--- src/rtl/cm_unsort.sv ---
`timescale 1ns/1ps
// -----------------------------------------------------------------------------
// cm_unsort -- inverse permutation for cm_sort.
//
// Takes a sorted data vector plus the index vector emitted by cm_sort and
// scatters each element back to the position it originally came from:
// o_data[i_idx[k]] = i_data[k]. The inputs are captured on accept, then
// scattered LANES elements per cycle. While scattering, the index vector is
// checked, and o_err reports any of these problems: an out-of-range code,
// the same position written twice, or a position never written.
//
// Ports:
//   i_clk   clock (single domain)
//   i_rst   synchronous active-high reset
//   i_vld   input vector valid
//   o_rdy   ready to accept an input vector (only in IDLE)
//   i_idx   DCNT x IDX_WIDTH, element k originally sat at position i_idx[k]
//   i_data  DCNT x DWIDTH, sorted data
//   o_vld   restored vector valid
//   i_rdy   downstream ready
//   o_data  DCNT x DWIDTH restored vector; unwritten positions read 0
//   o_err   index error for the presented vector; meaningful while o_vld=1
// -----------------------------------------------------------------------------
module cm_unsort #(
  parameter  int DCNT      = 8,
  parameter  int DWIDTH    = 16,
  parameter  int LANES     = 1,
  localparam int IDX_WIDTH = $clog2(DCNT)
) (
  input  logic                             i_clk,
  input  logic                             i_rst,
  input  logic                             i_vld,
  output logic                             o_rdy,
  input  logic [DCNT-1:0][IDX_WIDTH-1:0]   i_idx,
  input  logic [DCNT-1:0][DWIDTH-1:0]      i_data,
  output logic                             o_vld,
  input  logic                             i_rdy,
  output logic [DCNT-1:0][DWIDTH-1:0]      o_data,
  output logic                             o_err
);

  typedef enum logic [1:0] {
    ST_IDLE,
    ST_SCAT,
    ST_OUT
  } state_e;

  // Number of scatter cycles and the counter that walks them.
  localparam int              N_STEPS  = (DCNT + LANES - 1) / LANES;
  localparam int              CNT_W    = (N_STEPS > 1) ? $clog2(N_STEPS) : 1;
  localparam logic [CNT_W-1:0] CNT_LAST = CNT_W'(N_STEPS - 1);

  // DCNT widened by one bit so an index code can be range-checked without
  // the compare overflowing when DCNT is a power of two.
  localparam int                  IDX_WP1  = IDX_WIDTH + 1;
  localparam logic [IDX_WIDTH:0]  DCNT_X   = IDX_WP1'(DCNT);

  state_e                          state_q, state_d;
  logic [CNT_W-1:0]                cnt_q,   cnt_d;
  logic [DCNT-1:0][IDX_WIDTH-1:0]  idx_q,   idx_d;
  logic [DCNT-1:0][DWIDTH-1:0]     data_q,  data_d;
  logic [DCNT-1:0][DWIDTH-1:0]     out_q,   out_d;
  logic [DCNT-1:0]                 mask_q,  mask_d;
  logic                            err_q,   err_d;

  // ---------------------------------------------------------------------------
  // Next-state / datapath
  // ---------------------------------------------------------------------------
  always_comb begin
    // NOTE: every variable gets its hold value first so no path through the
    // case/if tree leaves one unassigned, which would otherwise infer a latch.
    state_d = state_q;
    cnt_d   = cnt_q;
    idx_d   = idx_q;
    data_d  = data_q;
    out_d   = out_q;
    mask_d  = mask_q;
    err_d   = err_q;

    unique case (state_q)
      ST_IDLE: begin
        if (i_vld) begin
          idx_d   = i_idx;
          data_d  = i_data;
          out_d   = '0;
          mask_d  = '0;
          err_d   = 1'b0;
          cnt_d   = '0;
          state_d = ST_SCAT;
        end
      end

      ST_SCAT: begin
        // Lanes are walked in increasing k with blocking updates of mask_d,
        // so a duplicate within one cycle sees the earlier lane's mask bit
        // (flagging the error) and the highest k's write is the one kept.
        for (int l = 0; l < LANES; l++) begin
          int                   k;
          logic [IDX_WIDTH-1:0] kk;
          logic [IDX_WIDTH-1:0] pos;
          k   = int'(cnt_q) * LANES + l;
          kk  = '0;
          pos = '0;
          if (k < DCNT) begin
            kk  = IDX_WIDTH'(k);
            pos = idx_q[kk];
            if ({1'b0, pos} < DCNT_X) begin
              out_d[pos] = data_q[kk];
              if (mask_d[pos]) begin
                err_d = 1'b1;
              end
              mask_d[pos] = 1'b1;
            end else begin
              err_d = 1'b1;
            end
          end
        end

        if (cnt_q == CNT_LAST) begin
          // Coverage is judged on the mask including this last cycle's writes.
          if (!(&mask_d)) begin
            err_d = 1'b1;
          end
          state_d = ST_OUT;
        end else begin
          cnt_d = cnt_q + CNT_W'(1);
        end
      end

      ST_OUT: begin
        if (i_rdy) begin
          state_d = ST_IDLE;
        end
      end

      default: begin
        state_d = ST_IDLE;
      end
    endcase
  end

  // ---------------------------------------------------------------------------
  // State registers
  // ---------------------------------------------------------------------------
  // NOTE: sequential state uses non-blocking assignments so every flop samples
  // the pre-edge value of every other flop, independent of statement order.
  always_ff @(posedge i_clk) begin
    if (i_rst) begin
      // NOTE: the data buffers are deliberately reset here: o_data must read
      // 0 after reset and an aborted vector must leave nothing behind.
      state_q <= ST_IDLE;
      cnt_q   <= '0;
      idx_q   <= '0;
      data_q  <= '0;
      out_q   <= '0;
      mask_q  <= '0;
      err_q   <= 1'b0;
    end else begin
      state_q <= state_d;
      cnt_q   <= cnt_d;
      idx_q   <= idx_d;
      data_q  <= data_d;
      out_q   <= out_d;
      mask_q  <= mask_d;
      err_q   <= err_d;
    end
  end

  // ---------------------------------------------------------------------------
  // Outputs
  // ---------------------------------------------------------------------------
  assign o_rdy  = (state_q == ST_IDLE) && !i_rst;
  assign o_vld  = (state_q == ST_OUT);
  assign o_err  = o_vld && err_q;
  assign o_data = out_q;

endmodule

--- config.mk ---
export PLATFORM = sky130hd
export DESIGN_NAME = cm_unsort
export DESIGN_NICKNAME = d
export VERILOG_FILES = /design/src/rtl/cm_unsort.sv
export SDC_FILE = /design/constraint.sdc
export NUM_CORES = 1
export LEC_CHECK = 0
export ABC_AREA = 0
export CAP_MARGIN = 20
export CORE_ASPECT_RATIO = 0.7
export CORE_MARGIN = 3
export CORE_UTILIZATION = 55
export CTS_CLUSTER_DIAMETER = 80
export DETAILED_ROUTE_END_ITERATION = 6
export DONT_BUFFER_PORTS = 1
export PLACE_DENSITY_LB_ADDON = 0.05
export SYNTH_ARGS = -nofsm -noshare
export SYNTH_HDL_FRONTEND = slang
export SYNTH_SLANG_ARGS = --single-unit
--- constraint.sdc ---
create_clock -name i_clk -period 6.8 [get_ports i_clk]
set_input_delay 1.36 -clock i_clk [delete_from_list [all_inputs] [get_ports i_clk]]
set_output_delay 1.36 -clock i_clk [all_outputs]
set_load 0.02 [all_outputs]
==> flow_summary.ini <==
[place]
dp_hpwl_um = 21310
routabilityCongestion = 0.8024
io_buffer_count = 0
placed_cells = 1432
post_dp_cell_area_um2 = 11310

[worst_setup_path]
start_kind = register
cp_data_arrival_time_ps = 4150
path_max_fanout = 41
reg2reg_slack_ps = 3050
cp.required_ps = 7210
crit_type = register to register
cp-end-kind = register

[clock_tree]
clkTransAtPathRegs_ps = 60
cts_root_buf = clkbuf_16
clock_latency_ps = 540
cts_max_level = 1
clock_sinks = 294
postCtsHoldBufs = 0
cts_made_buffers = 28
cts_tree = yes
cts_setup_buffers = 0
cts_buffer_depth = 3
post_cts_resize_count = 0

[yosys]
synthArstFlopShare_pct = 0
yosys.cell_types.count = 33
syn_avg_cell_area_um2 = 9.024
synth_seq_cells = 294
yosysWarningCount = 0
synthFlopType = dfxtp_1
synth_fp_nets = 1412
syn-cell-area_um2 = 11320
synthCells = 1254
ys_seq_area_share_pct = 52.01
synth-edff-count = 0

[sta]
period_needed_ps = 3747
holdWs_ps = 453.1
finalCritPeriodShare_pct = 55.10
fmax_ghz = 0.2669
setup-violations-final = 0
rsz0062_at_grt = false
clock-skew-final_ps = 23.85
tightest_slew_ps = 975.8
slew_violations = 0
hold_viol_final = 0
setup_tns_ps = 0
max_slew_margin_pct = 34.95

[global_routing]
grt_overflow_total = 0
grtUsageTotal_pct = 27.30
grt_pass1_wl_um = 47840
antenna_found_initial = 1
grt_pass1_vias = 8138
grt_max_degree = 296

[finish]
layout-drive-gt1-share_pct = 9.473
nets = 1351
final_common_cell = nand2_1
n_antenna_cell = 0
final_cell_mix = nand2_1 (305), dfxtp_1 (292), nor2_1 (160)
finalNonFillerCells = 1484
area_growth_pct = 8.458
design_area_um2 = 12270

[pwr]
powerDensity_nw_per_um2 = 301.3
vdd_drop_max_v = 0.0001802
p_leak_nw = 4.293
totalPowerFinal_mw = 3.698

[detailed_routing]
dr.pass1.iters = 7
ant_nets = 0
drt-total-wl_um = 31950
first_iter_violations = 939
wl_per_cell_um = 21.53
avgViaCountPerCell = 5.981
vias = 8876
drc_errors = 1

[die]
rows = 43
die_h_um = 126.0
initial_core_util_pct = 56.54
die_x_um = 177.4
dieArea_um2 = 22360
core_um2 = 20010
io_pins = 287

[status]
violations = design-rule violations
status = finished with violations

[worst_hold_path]
worst_hold_path_type = register to register

[run]
maxCapViolations = 0
-- Yosys cell counts, types with 2 or more instances --
| cell type | n | share of area (%) |
|---|---|---|
| nor2_1 | 160 | 5.3 |
| nor3b_4 | 3 | 0.50 |
| o22ai_1 | 4 | 0.22 |
| dfxtp_1 | 294 | 52 |
| buf_2 | 17 | 0.75 |
| mux2i_1 | 22 | 1.9 |
| a21oi_1 | 155 | 6.9 |
| nor2b_1 | 3 | 0.17 |
| buf_6 | 3 | 0.30 |
| clkbuf_1 | 81 | 2.7 |
| and2_1 | 2 | 0.11 |
| nand2_1 | 306 | 10 |
| ha_1 | 2 | 0.22 |
| a22oi_1 | 139 | 9.2 |
| mux4_2 | 38 | 7.6 |
| nor3_1 | 2 | 0.088 |
| and3_1 | 2 | 0.11 |
| a21oi_2 | 6 | 0.46 |
-- worst paths after layout --
| path | cells past startpoint | end | from |
|---|---|---|---|
| max | 8 | o_data[6] | cnt_q[0] |
| max reg2reg | 8 | o_data[6] | cnt_q[0] |
| min reg2reg | 2 | data_q[34] | data_q[34] |
| min | 2 | data_q[34] | data_q[34] |
-- layout make-up --
| type | instances | area [um2] |
|---|---|---|
| clock buffers | 41 | 840.8 |
| clock inverters | 10 | 106.4 |
| fillers | 1780 | 7741 |
| inverters | 1 | 3.754 |
| multi-input cells | 856 | 5002 |
| flip-flops and latches | 294 | 5888 |
| well taps | 270 | 337.8 |
| repair buffers | 12 | 93.84 |
-- logic make-up after synthesis --
group / synth area share [%]
buf+inv: 3.870
flops: 52.01
fa+ha+maj: 0.2211
compound gates: 17.11
simple gates: 16.83
mux: 9.962
-- report_power, final --
part           total, mW  internal, mW  switching [mW]
sequential          1.82          1.78          0.0383
clock               1.59         0.932           0.659
combinational      0.285        0.0944           0.191
-- worst max-delay path, stage by stage (launching register included) --
cell,delay [ps]
dfxtp_2,310
buf_4,590
mux4_2,630
mux2i_4,420
and3_1,780
a21oi_1,320
buf_4,290
a22oi_1,190
nor2_1,60
-- sequential cells by signal (all words and copies together), names as in the netlist --
register / cells
cnt_q: 3
data_q: 128
err_q: 1
idx_q: 24
mask_q: 8
o_data: 128
state_q: 2
-- stage by stage --
| step | setup slack, ps | util, % |
|---|---|---|
| floorplan | 3283 | - |
| global placement | 3092 | 56.53 |
| global route | 2736 | 61.32 |
| CTS | 3048 | 61.27 |
| finish | 3053 | 61.32 |
| detailed placement | 3052 | 56.53 |
-- per-layer routing --
| metal | global-route usage, % | vias up | wire length [um] |
|---|---|---|---|
| met4 | 5.953 | 2 | 726 |
| met1 | 42.01 | 4230 | 14580 |
| met3 | 7.444 | 50 | 3476 |
| met2 | 38.33 | 392 | 13150 |
| li1 | - | 4202 | - |
| met5 | 0 | - | 13 |
(Power assumes the default switching activity.)
